## src/rtl/a2d_pkg.sv

```systemverilog
// Shared types and constants for the round-robin A2D scheduler.
// CNV_LAT = clks from the cycle nxt is accepted to the cycle cnv_cmplt is high.
package a2d_pkg;

    typedef enum logic [1:0] {IDLE, CMD, GAP, READ} state_t;
    typedef enum logic [1:0] {S_IDLE, S_XFER, S_PORCH, S_FIN} spi_state_t;

    localparam logic [2:0] CH_LFT  = 3'd0;
    localparam logic [2:0] CH_RGHT = 3'd4;
    localparam logic [2:0] CH_BATT = 3'd5;

    // One transaction holds SS_n low for 16 periods plus a half-period porch;
    // done trails SS_n by a clk, the FSM reacts a clk later, and GAP adds one.
    function automatic int cnv_lat(input int div_w);
        int p;
        p = 1 << div_w;
        return 2 * (16 * p + p / 2) + 6;
    endfunction

    localparam int CNV_LAT = cnv_lat(5);

    function automatic logic [2:0] next_ch(input logic [2:0] ch);
        case (ch)
            CH_LFT:  return CH_RGHT;
            CH_RGHT: return CH_BATT;
            default: return CH_LFT;
        endcase
    endfunction

endpackage

```

## src/rtl/spi_mstr16.sv

```systemverilog
// 16-bit SPI master: SCLK idles high, MOSI changes on SCLK fall, MISO sampled on rise.
// SS_n falls the clk after wrt; done pulses the clk after SS_n rises; wrt ignored while busy.
module spi_mstr16
    import a2d_pkg::*;
#(
    parameter int SCLK_DIV_W = 5
) (
    input  logic        clk,
    input  logic        rst_n,
    input  logic        wrt,
    input  logic [15:0] cmd,
    output logic        SS_n,
    output logic        SCLK,
    output logic        MOSI,
    input  logic        MISO,
    output logic        done,
    output logic [15:0] rd_data
);

    localparam logic [SCLK_DIV_W-1:0] DIV_HALF = {1'b1, {(SCLK_DIV_W-1){1'b0}}};
    localparam logic [SCLK_DIV_W-1:0] DIV_RISE = {1'b0, {(SCLK_DIV_W-1){1'b1}}};
    localparam logic [SCLK_DIV_W-1:0] DIV_LAST = {SCLK_DIV_W{1'b1}};

    spi_state_t            st;
    logic [SCLK_DIV_W-1:0] div;
    logic [4:0]            nrise;
    logic [15:0]           shreg;

    assign SCLK    = div[SCLK_DIV_W-1];
    assign rd_data = shreg;

    always_ff @(posedge clk or negedge rst_n) begin
        if (!rst_n) begin
            st    <= S_IDLE;
            div   <= DIV_LAST;
            nrise <= 5'd0;
            shreg <= 16'h0000;
            SS_n  <= 1'b1;
            MOSI  <= 1'b0;
            done  <= 1'b0;
        end else begin
            done <= 1'b0;
            case (st)
                S_IDLE: begin
                    if (wrt) begin
                        st    <= S_XFER;
                        SS_n  <= 1'b0;
                        div   <= '0;
                        nrise <= 5'd0;
                        shreg <= cmd;
                        MOSI  <= cmd[15];
                    end
                end
                S_XFER: begin
                    div <= div + 1'b1;
                    if (div == DIV_RISE) begin
                        shreg <= {shreg[14:0], MISO};
                        nrise <= nrise + 5'd1;
                    end
                    // End of a period: either fall into the next bit or hold SCLK high for the porch.
                    if (div == DIV_LAST) begin
                        if (nrise == 5'd16) begin
                            st  <= S_PORCH;
                            div <= DIV_HALF;
                        end else begin
                            MOSI <= shreg[15];
                        end
                    end
                end
                S_PORCH: begin
                    if (div == DIV_LAST) begin
                        SS_n <= 1'b1;
                        st   <= S_FIN;
                    end else begin
                        div <= div + 1'b1;
                    end
                end
                S_FIN: begin
                    done <= 1'b1;
                    st   <= S_IDLE;
                end
                default: st <= S_IDLE;
            endcase
        end
    end

endmodule

```

## src/rtl/a2d_rr_sched.sv

```systemverilog
// Round-robin A2D conversion scheduler over channels 0 -> 4 -> 5.
// Each nxt accepted in IDLE yields two SPI transactions and one cnv_cmplt CNV_LAT clks later.
module a2d_rr_sched
    import a2d_pkg::*;
#(
    parameter int SCLK_DIV_W = 5
) (
    input  logic        clk,
    input  logic        rst_n,
    input  logic        nxt,
    input  logic        MISO,
    output logic        SS_n,
    output logic        SCLK,
    output logic        MOSI,
    output logic [11:0] lft_ld,
    output logic [11:0] rght_ld,
    output logic [11:0] batt,
    output logic        cnv_cmplt,
    output logic        busy
);

    state_t      state, state_nxt;
    logic        wrt;
    logic        done;
    logic [15:0] rd_data;
    logic [2:0]  ch;
    logic [15:0] cmd;
    logic        rd_unused;

    assign cmd       = {2'b00, ch, 11'h000};
    assign rd_unused = ^rd_data[15:12];

    spi_mstr16 #(.SCLK_DIV_W(SCLK_DIV_W)) u_spi (
        .clk     (clk),
        .rst_n   (rst_n),
        .wrt     (wrt),
        .cmd     (cmd),
        .SS_n    (SS_n),
        .SCLK    (SCLK),
        .MOSI    (MOSI),
        .MISO    (MISO),
        .done    (done),
        .rd_data (rd_data)
    );

    always_comb begin
        state_nxt = state;
        wrt       = 1'b0;
        case (state)
            IDLE: if (nxt) begin
                state_nxt = CMD;
                wrt       = 1'b1;
            end
            CMD:  if (done) state_nxt = GAP;
            GAP: begin
                state_nxt = READ;
                wrt       = 1'b1;
            end
            READ: if (done) state_nxt = IDLE;
            default: state_nxt = IDLE;
        endcase
    end

    always_ff @(posedge clk or negedge rst_n) begin
        if (!rst_n) begin
            state     <= IDLE;
            ch        <= CH_LFT;
            lft_ld    <= 12'h000;
            rght_ld   <= 12'h000;
            batt      <= 12'h000;
            cnv_cmplt <= 1'b0;
            busy      <= 1'b0;
        end else begin
            state     <= state_nxt;
            busy      <= (state_nxt != IDLE);
            cnv_cmplt <= (state == READ) && done;
            // Result load, completion pulse and pointer advance share one edge.
            if ((state == READ) && done) begin
                case (ch)
                    CH_LFT:  lft_ld  <= rd_data[11:0];
                    CH_RGHT: rght_ld <= rd_data[11:0];
                    default: batt    <= rd_data[11:0];
                endcase
                ch <= next_ch(ch);
            end
        end
    end

endmodule

```

## config.mk

```make
export PLATFORM = sky130hd
export DESIGN_NAME = a2d_rr_sched
export DESIGN_NICKNAME = d
export VERILOG_FILES = /design/src/rtl/a2d_pkg.sv /design/src/rtl/spi_mstr16.sv /design/src/rtl/a2d_rr_sched.sv
export SDC_FILE = /design/constraint.sdc
export NUM_CORES = 1
export LEC_CHECK = 0
export CORE_ASPECT_RATIO = 1.5
export CORE_UTILIZATION = 49
export CTS_BUF_LIST = sky130_fd_sc_hd__clkbuf_16
export CTS_CLUSTER_SIZE = 40
export DETAILED_ROUTE_END_ITERATION = 12
export GPL_TIMING_DRIVEN = 0
export PLACE_DENSITY = 0.71
export SLEW_MARGIN = 15
export SYNTH_ARGS = -nofsm -noshare
export SYNTH_HDL_FRONTEND = slang
export SYNTH_HIERARCHICAL = 1
export SYNTH_SLANG_ARGS = --single-unit
```

## constraint.sdc

```tcl
create_clock -name clk -period 1.91 [get_ports clk]
set_clock_uncertainty 0.2 [all_clocks]
set_input_delay 0.2865 -clock clk [delete_from_list [all_inputs] [get_ports clk]]
set_output_delay 0.2865 -clock clk [all_outputs]
set_load 0.01 [all_outputs]
```

==> flow_metrics.py, run 1 <==
metrics = {
    "run_status": {
        "status": "finished, violations left",
        "violations": "setup timing",
    },
    "placed_design": {
        "portBuffers": 44,
        "hpwl_um": 4460,
        "place_worst_setup_slack_ns": -0.281,
        "placed_area_um2": 4000,
        "routabilityCongestion": 0.752,
        "dp_cells": 394,
    },
    "clocking": {
        "clock_sink_count": 73,
        "cts-root-buf": "clkbuf_16",
        "cts_buffers": 9,
        "cts_max_level": 3,
        "clk_pin_slew_ns": 0.05,
        "cts_tree": "built",
        "cts_max_path_buffers": 2,
        "clk_latency_ns": 0.33,
    },
    "yosys": {
        "ys_async_sr_fraction": 1.00,
        "syn_inst": 260,
        "yosys.cell_types.count": 42,
        "syn-cell-area_um2": 3370,
        "ys_seq_area_frac": 0.544,
        "syn_avg_cell_area_um2": 13.0,
        "synth_warnings": 6,
        "synth_edf_count": 0,
        "synth-seq-cells": 73,
        "synthFlopType": "dfrtp_1",
    },
    "final_layout": {
        "area_growth_pct": 33.1,
        "final_cells": 422,
        "final_core_util": 0.682,
        "final_common_cell": "dfrtp_1",
        "final_cell_mix": "dfrtp_1, clkdlybuf4s50_1, mux2_2, nor2_1, mux2i_1",
        "nets": 355,
        "layout-drive-gt1-share": 0.370,
        "final_cell_area_um2": 4490,
        "n_antenna_cell": 0,
    },
    "floorplanning": {
        "io_pins": 45,
        "die_width_um": 69.7,
        "rows": 36,
        "die_area_um2": 7220,
        "coreArea_um2": 6580,
        "start_util": 0.513,
        "chipHeight_um": 104,
    },
    "setup_path": {
        "worstPathRequired_ns": 1.96,
        "start_kind": "flip-flop",
        "crit_chain": "ha_4 -> and3_4 -> ha_4 -> and2b_4 -> nor2_8 -> buf_6 -> buf_6 -> nor2_1 -> a21oi_2",
        "cp_num_buf_inv": 2,
        "cp.arrival_ns": 2.10,
        "crit_fanout": 7,
        "crit_cells": 9,
        "worstRegToRegCells": 9,
        "cp_slowest_stage_delay_ns": 0.56,
        "crit_path_end_kind": "flip-flop",
        "slowest_stage": "dfstp_2",
        "crit_family": "simple AND/OR/NAND/NOR gates",
        "worstSetupPathType": "reg -> reg",
    },
    "power": {
        "ir_drop_mv": 0.588,
        "powerDensity_nw_per_um2": 674,
        "p_leak_nw": 2.19,
        "p_total_mw": 3.03,
    },
    "hold_path": {
        "hp-class": "in -> async",
    },
    "drt": {
        "drt-initial-drc-count": 78,
        "dr.pass1.iters": 4,
        "drt_wl_total_um": 6740,
        "viasPerCell": 5.21,
        "wl_per_cell_um": 16.0,
        "num_vias": 2200,
        "drc_errors": 0,
        "drtAntennaViolNets": 0,
    },
    "global_routing": {
        "grt-ovfl-total": 0,
        "grt_pass1_wl_um": 11100,
        "antenna_found_initial": 0,
        "gr-usage-all-layers": 0.202,
        "grt_pass1_vias": 2303,
        "grt_max_degree": 41,
    },
    "sta": {
        "hold_viol_final": 0,
        "min_period_ns": 2.04,
        "setup_viol": 21,
        "fin_crit_sh": 1.07,
        "fmax_ghz": 0.489,
        "fin_setup_tns_ns": -1.57,
        "report.final.slew_viol_count": 0,
        "setup_ws_ns": -0.133,
        "rsz0062_at_grt": "yes",
        "holdWs_ns": 0.252,
    },
    "flow_run": {
        "cap_viol_max_count": 0,
    },
}
-- per-layer routing --
metal  track usage  vias to the layer above  share of wire
met5             0                        -              0
met4         0.110                        0          0.019
met3        0.0428                        8          0.031
met2         0.338                       35           0.53
met1         0.241                     1098           0.42
li1              -                     1059              -
-- cells in the mapped netlist, types with 3 or more instances --
master | instances | area [um^2]
xnor2_1 | 4 | 35.0
dfstp_2 | 6 | 158
a21oi_1 | 10 | 50.1
nor2_1 | 25 | 93.8
a21oi_2 | 12 | 105
ha_1 | 10 | 125
mux2i_1 | 16 | 160
mux2_4 | 9 | 135
mux2_2 | 30 | 338
nand3_1 | 8 | 40.0
nor3_2 | 3 | 30.0
nand2_1 | 11 | 41.3
inv_1 | 6 | 22.5
o21ai_0 | 7 | 35.0
dfrtp_1 | 67 | 1680
buf_6 | 5 | 56.3
-- power breakdown --
group,switching (mW),total [mW],internal (mW)
combinational,0.0372,0.0516,0.0144
sequential,0.00335,1.55,1.55
clock,0.574,1.42,0.847
total,0.615,3.03,2.41
-- worst register-to-register path, stage by stage, from the launching register on --
cell	delay, ns
dfstp_2	0.56
ha_4	0.13
and3_4	0.20
ha_4	0.12
and2b_4	0.21
nor2_8	0.17
buf_6	0.13
buf_6	0.11
nor2_1	0.05
a21oi_2	0.10
-- sequential cells by signal, summed over array words and instances (netlist names) --
register / count
u_spi/nrise: 5
state: 2
ch: 2
rght_ld: 12
u_spi/done: 1
u_spi/MOSI: 1
lft_ld: 12
batt: 12
u_spi/st: 2
busy: 1
u_spi/SS_n: 1
u_spi/rd_data: 16
u_spi/div: 5
cnv_cmplt: 1
-- final timing paths --
check	start	endpoint	slack, ns
min in group clk	u_spi/div[3]$_DFFE_PN1P_	u_spi/div[3]$_DFFE_PN1P_	0.29
max in group asynchronous	rst_n	u_spi/div[3]$_DFFE_PN1P_	0.63
worst min register to register	u_spi/div[3]$_DFFE_PN1P_	u_spi/div[3]$_DFFE_PN1P_	0.29
worst max-delay path	u_spi/div[0]$_DFFE_PN1P_	u_spi/rd_data[12]$_DFFE_PN0P_	-0.13
worst max register to register	u_spi/div[0]$_DFFE_PN1P_	u_spi/rd_data[12]$_DFFE_PN0P_	-0.13
worst min-delay path	rst_n	state[1]$_DFF_PN0_	0.25
-- final cells by class --
| cell class | count | area, um^2 |
|---|---|---|
| Clock buffer | 9 | 225 |
| Buffer | 8 | 75.1 |
| Sequential cell | 73 | 1830 |
| Multi-Input combinational cell | 184 | 1620 |
| Timing Repair Buffer | 58 | 576 |
| Fill cell | 497 | 2090 |
| Inverter | 7 | 32.5 |
| Tap cell | 76 | 95.1 |
| Clock inverter | 7 | 27.5 |
-- logic make-up after synthesis --
group,synth area share
flops,0.544
simple gates,0.105
mux,0.194
compound gates,0.0750
buf+inv,0.0330
fa+ha+maj,0.0371
xor+xnor,0.0104
other cells,0.00111
-- repair_timing --
item / in CTS / in global routing
buffers inserted: 8 / 4
resized for setup: 23 / 23
endpoints found under the setup margin: 28 / 28
pin swaps: 6 / 8
hold buffers: 1 / 0
hold endpoints to repair: 33 / 0
gates cloned: 2 / 0
(Power assumes the default switching activity.)
==> run 2: changes to the inputs <==
--- a/config.mk
+++ b/config.mk
@@ -11,6 +11,7 @@
 export CTS_CLUSTER_SIZE = 40
 export DETAILED_ROUTE_END_ITERATION = 12
 export GPL_TIMING_DRIVEN = 0
+export MAX_ROUTING_LAYER = met4
 export PLACE_DENSITY = 0.71
 export SLEW_MARGIN = 15
 export SYNTH_ARGS = -nofsm -noshare
==> run 2 against run 1 <==
Compared with the run above: the flow still finishes with violations (setup timing); first-iteration DRC count rose by 17%; critical endpoint unchanged; cell count did not move; via count rose by 0.27%; flip-flop and latch count did not move; global-route usage rose by 0.64 points; count of clock-buffer cells in the layout did not move; sequential power barely moved; highest routed layer unchanged; worst hold slack got worse by 0.0031 ns; non-clock buffer count did not move; largest cell class unchanged; wire length rose by 0.28%.
==> flow_metrics.py, run 2 (synthesis gave the netlist of run 1 again) <==
metrics = {
    "clocking": {
        "clk_latency_ns": 0.33,
        "cts_tree": "built",
        "cts_max_level": 3,
        "cts-root-buf": "clkbuf_16",
        "cts_buffers": 9,
        "cts_max_path_buffers": 2,
        "clk_pin_slew_ns": 0.05,
        "clock_sink_count": 73,
    },
    "power": {
        "intPower_mw": 2.41,
        "p_leak_nw": 2.21,
        "pwr-share-comb": 0.017,
        "swShare": 0.205,
        "seqPwrFrac": 0.512,
        "ir_drop_mv": 0.589,
        "clkPwrFrac": 0.471,
        "p_switching_mw": 0.621,
        "powerDensity_nw_per_um2": 675,
        "p_total_mw": 3.03,
    },
    "flow_run": {
        "cap_viol_max_count": 0,
    },
    "drt": {
        "drt_wl_total_um": 6750,
        "drt-initial-drc-count": 91,
        "wl_per_cell_um": 16.0,
        "viasPerCell": 5.23,
        "dr.pass1.iters": 4,
        "num_vias": 2206,
        "drtAntennaViolNets": 0,
        "drc_errors": 0,
    },
    "placed_design": {
        "hpwl_um": 4460,
        "routabilityCongestion": 0.762,
        "placed_area_um2": 4000,
        "portBuffers": 44,
    },
    "floorplanning": {
        "io_pins": 45,
        "die_width_um": 69.7,
        "die_area_um2": 7220,
        "chipHeight_um": 104,
        "start_util": 0.513,
        "rows": 36,
        "coreArea_um2": 6580,
    },
    "global_routing": {
        "grt_pass1_vias": 2293,
        "gr-usage-all-layers": 0.209,
        "grt_pass1_wl_um": 11100,
        "grt-ovfl-total": 0,
        "antenna_found_initial": 0,
        "grt_max_degree": 41,
    },
    "run_status": {
        "status": "finished, violations left",
        "violations": "setup timing",
    },
    "final_layout": {
        "multi_input_area_um2": 1620,
        "largest_register_ffs": 16,
        "n_antenna_cell": 0,
        "final_common_cell": "dfrtp_1",
        "regArea_um2": 1830,
        "final_core_util": 0.683,
        "nets": 355,
        "final_cell_mix": "dfrtp_1, clkdlybuf4s50_1, mux2_2, nor2_1, mux2i_1",
        "layout-drive-gt1-share": 0.370,
        "fillCellCount": 496,
        "area_growth_pct": 33.2,
        "final_cell_area_um2": 4490,
    },
    "sta": {
        "min_period_ns": 2.06,
        "hold_viol_final": 0,
        "fin_setup_tns_ns": -1.59,
        "setup_ws_ns": -0.146,
        "fin_crit_sh": 1.08,
        "fmax_ghz": 0.486,
        "report.final.slew_viol_count": 0,
        "rsz0062_at_grt": "yes",
        "setup_viol": 20,
    },
    "setup_path": {
        "crit_path_end_kind": "flip-flop",
        "worstRegToRegCells": 9,
        "worstPathRequired_ns": 1.97,
        "crit_chain": "ha_4 -> and3_4 -> ha_4 -> and2b_4 -> nor2_8 -> buf_6 -> buf_6 -> nor2_1 -> a21oi_2",
        "start_kind": "flip-flop",
        "r2r-end": "u_spi/rd_data[12]$_DFFE_PN0P_",
        "crit_fanout": 7,
        "crit_family": "simple AND/OR/NAND/NOR gates",
        "cp_slowest_stage_delay_ns": 0.56,
        "r2r-start": "u_spi/div[0]$_DFFE_PN1P_",
        "cp_num_buf_inv": 2,
        "rrSetupSlack_ns": -0.15,
        "cp.arrival_ns": 2.11,
        "slowest_stage": "dfstp_2",
        "worstSetupPathType": "reg -> reg",
    },
    "hold_path": {
        "hp-class": "in -> async",
    },
}
-- run 2: cell types whose count changed in the layout (fill, tap and decap cells not counted), sizes merged --
cell           delta
clkdlybuf4s50     -1
dlymetal6s2s      +1
-- run 2: per-stage QoR --
stage / hold WS [ns] / cells / setup WS [ns]
global route: 0.283 / 422 / -0.200
CTS: 0.254 / 421 / -0.141
detailed placement: 0.0605 / 394 / -0.281
finish: 0.249 / 422 / -0.146
floorplan: -0.209 / 273 / 0.000660
global placement: 0.278 / 393 / -2.18
-- run 2: power groups by stage --
stage	Sequential (mW)	Clock (mW)	Combinational (mW)
after floorplan	1.58	0	0.00845
after global placement	1.58	0	0.0466
after detailed placement	1.58	0	0.0518
after CTS	1.55	1.46	0.0536
after global routing	1.55	1.51	0.0613
final	1.55	1.43	0.0516
-- run 2: cell type report --
| class | instances | share of cell area |
|---|---|---|
| buffer | 8 | 0.0167 |
| clock buffer | 9 | 0.0502 |
| inverter | 7 | 0.00724 |
| multi-input combinational | 184 | 0.361 |
| sequential | 73 | 0.408 |
| tap | 76 | 0.0212 |
| timing repair buffer | 58 | 0.129 |
| clock inverter | 7 | 0.00613 |
-- run 2: routing by layer --
metal  up-vias  GRT usage  routed length, um
met5         -          -                  0
met4         0      0.110                146
met3        10     0.0428                186
met2        36      0.338               3540
met1      1100      0.243               2880
li1       1060          -                  -
-- run 2: repair_timing --
action / CTS / global route
gates resized for setup: 23 / 24
endpoints found under the hold margin: 33 / 0
hold buffers: 1 / 0
setup endpoints to repair: 28 / 29
buffers inserted: 8 / 4
gates cloned: 2 / 0
pin swaps: 6 / 8
-- run 2: worst max path at each step --
stage / slack (ns) / end / from / cells past startpoint
2_1_floorplan: 0.0007 / u_spi/rd_data[0]$_DFFE_PN0P_ / u_spi/div[0]$_DFFE_PN1P_ / 8
3_3_place_gp: -2.18 / lft_ld[7]$_DFFE_PN0P_ / rst_n / 1
3_5_place_dp: -0.28 / u_spi/div[2]$_DFFE_PN1P_ / nxt / 7
4_1_cts: -0.14 / u_spi/rd_data[7]$_DFFE_PN0P_ / u_spi/div[1]$_DFFE_PN1P_ / 9
5_1_grt: -0.20 / u_spi/rd_data[15]$_DFFE_PN0P_ / u_spi/div[0]$_DFFE_PN1P_ / 9
6_report: -0.15 / u_spi/rd_data[12]$_DFFE_PN0P_ / u_spi/div[0]$_DFFE_PN1P_ / 9
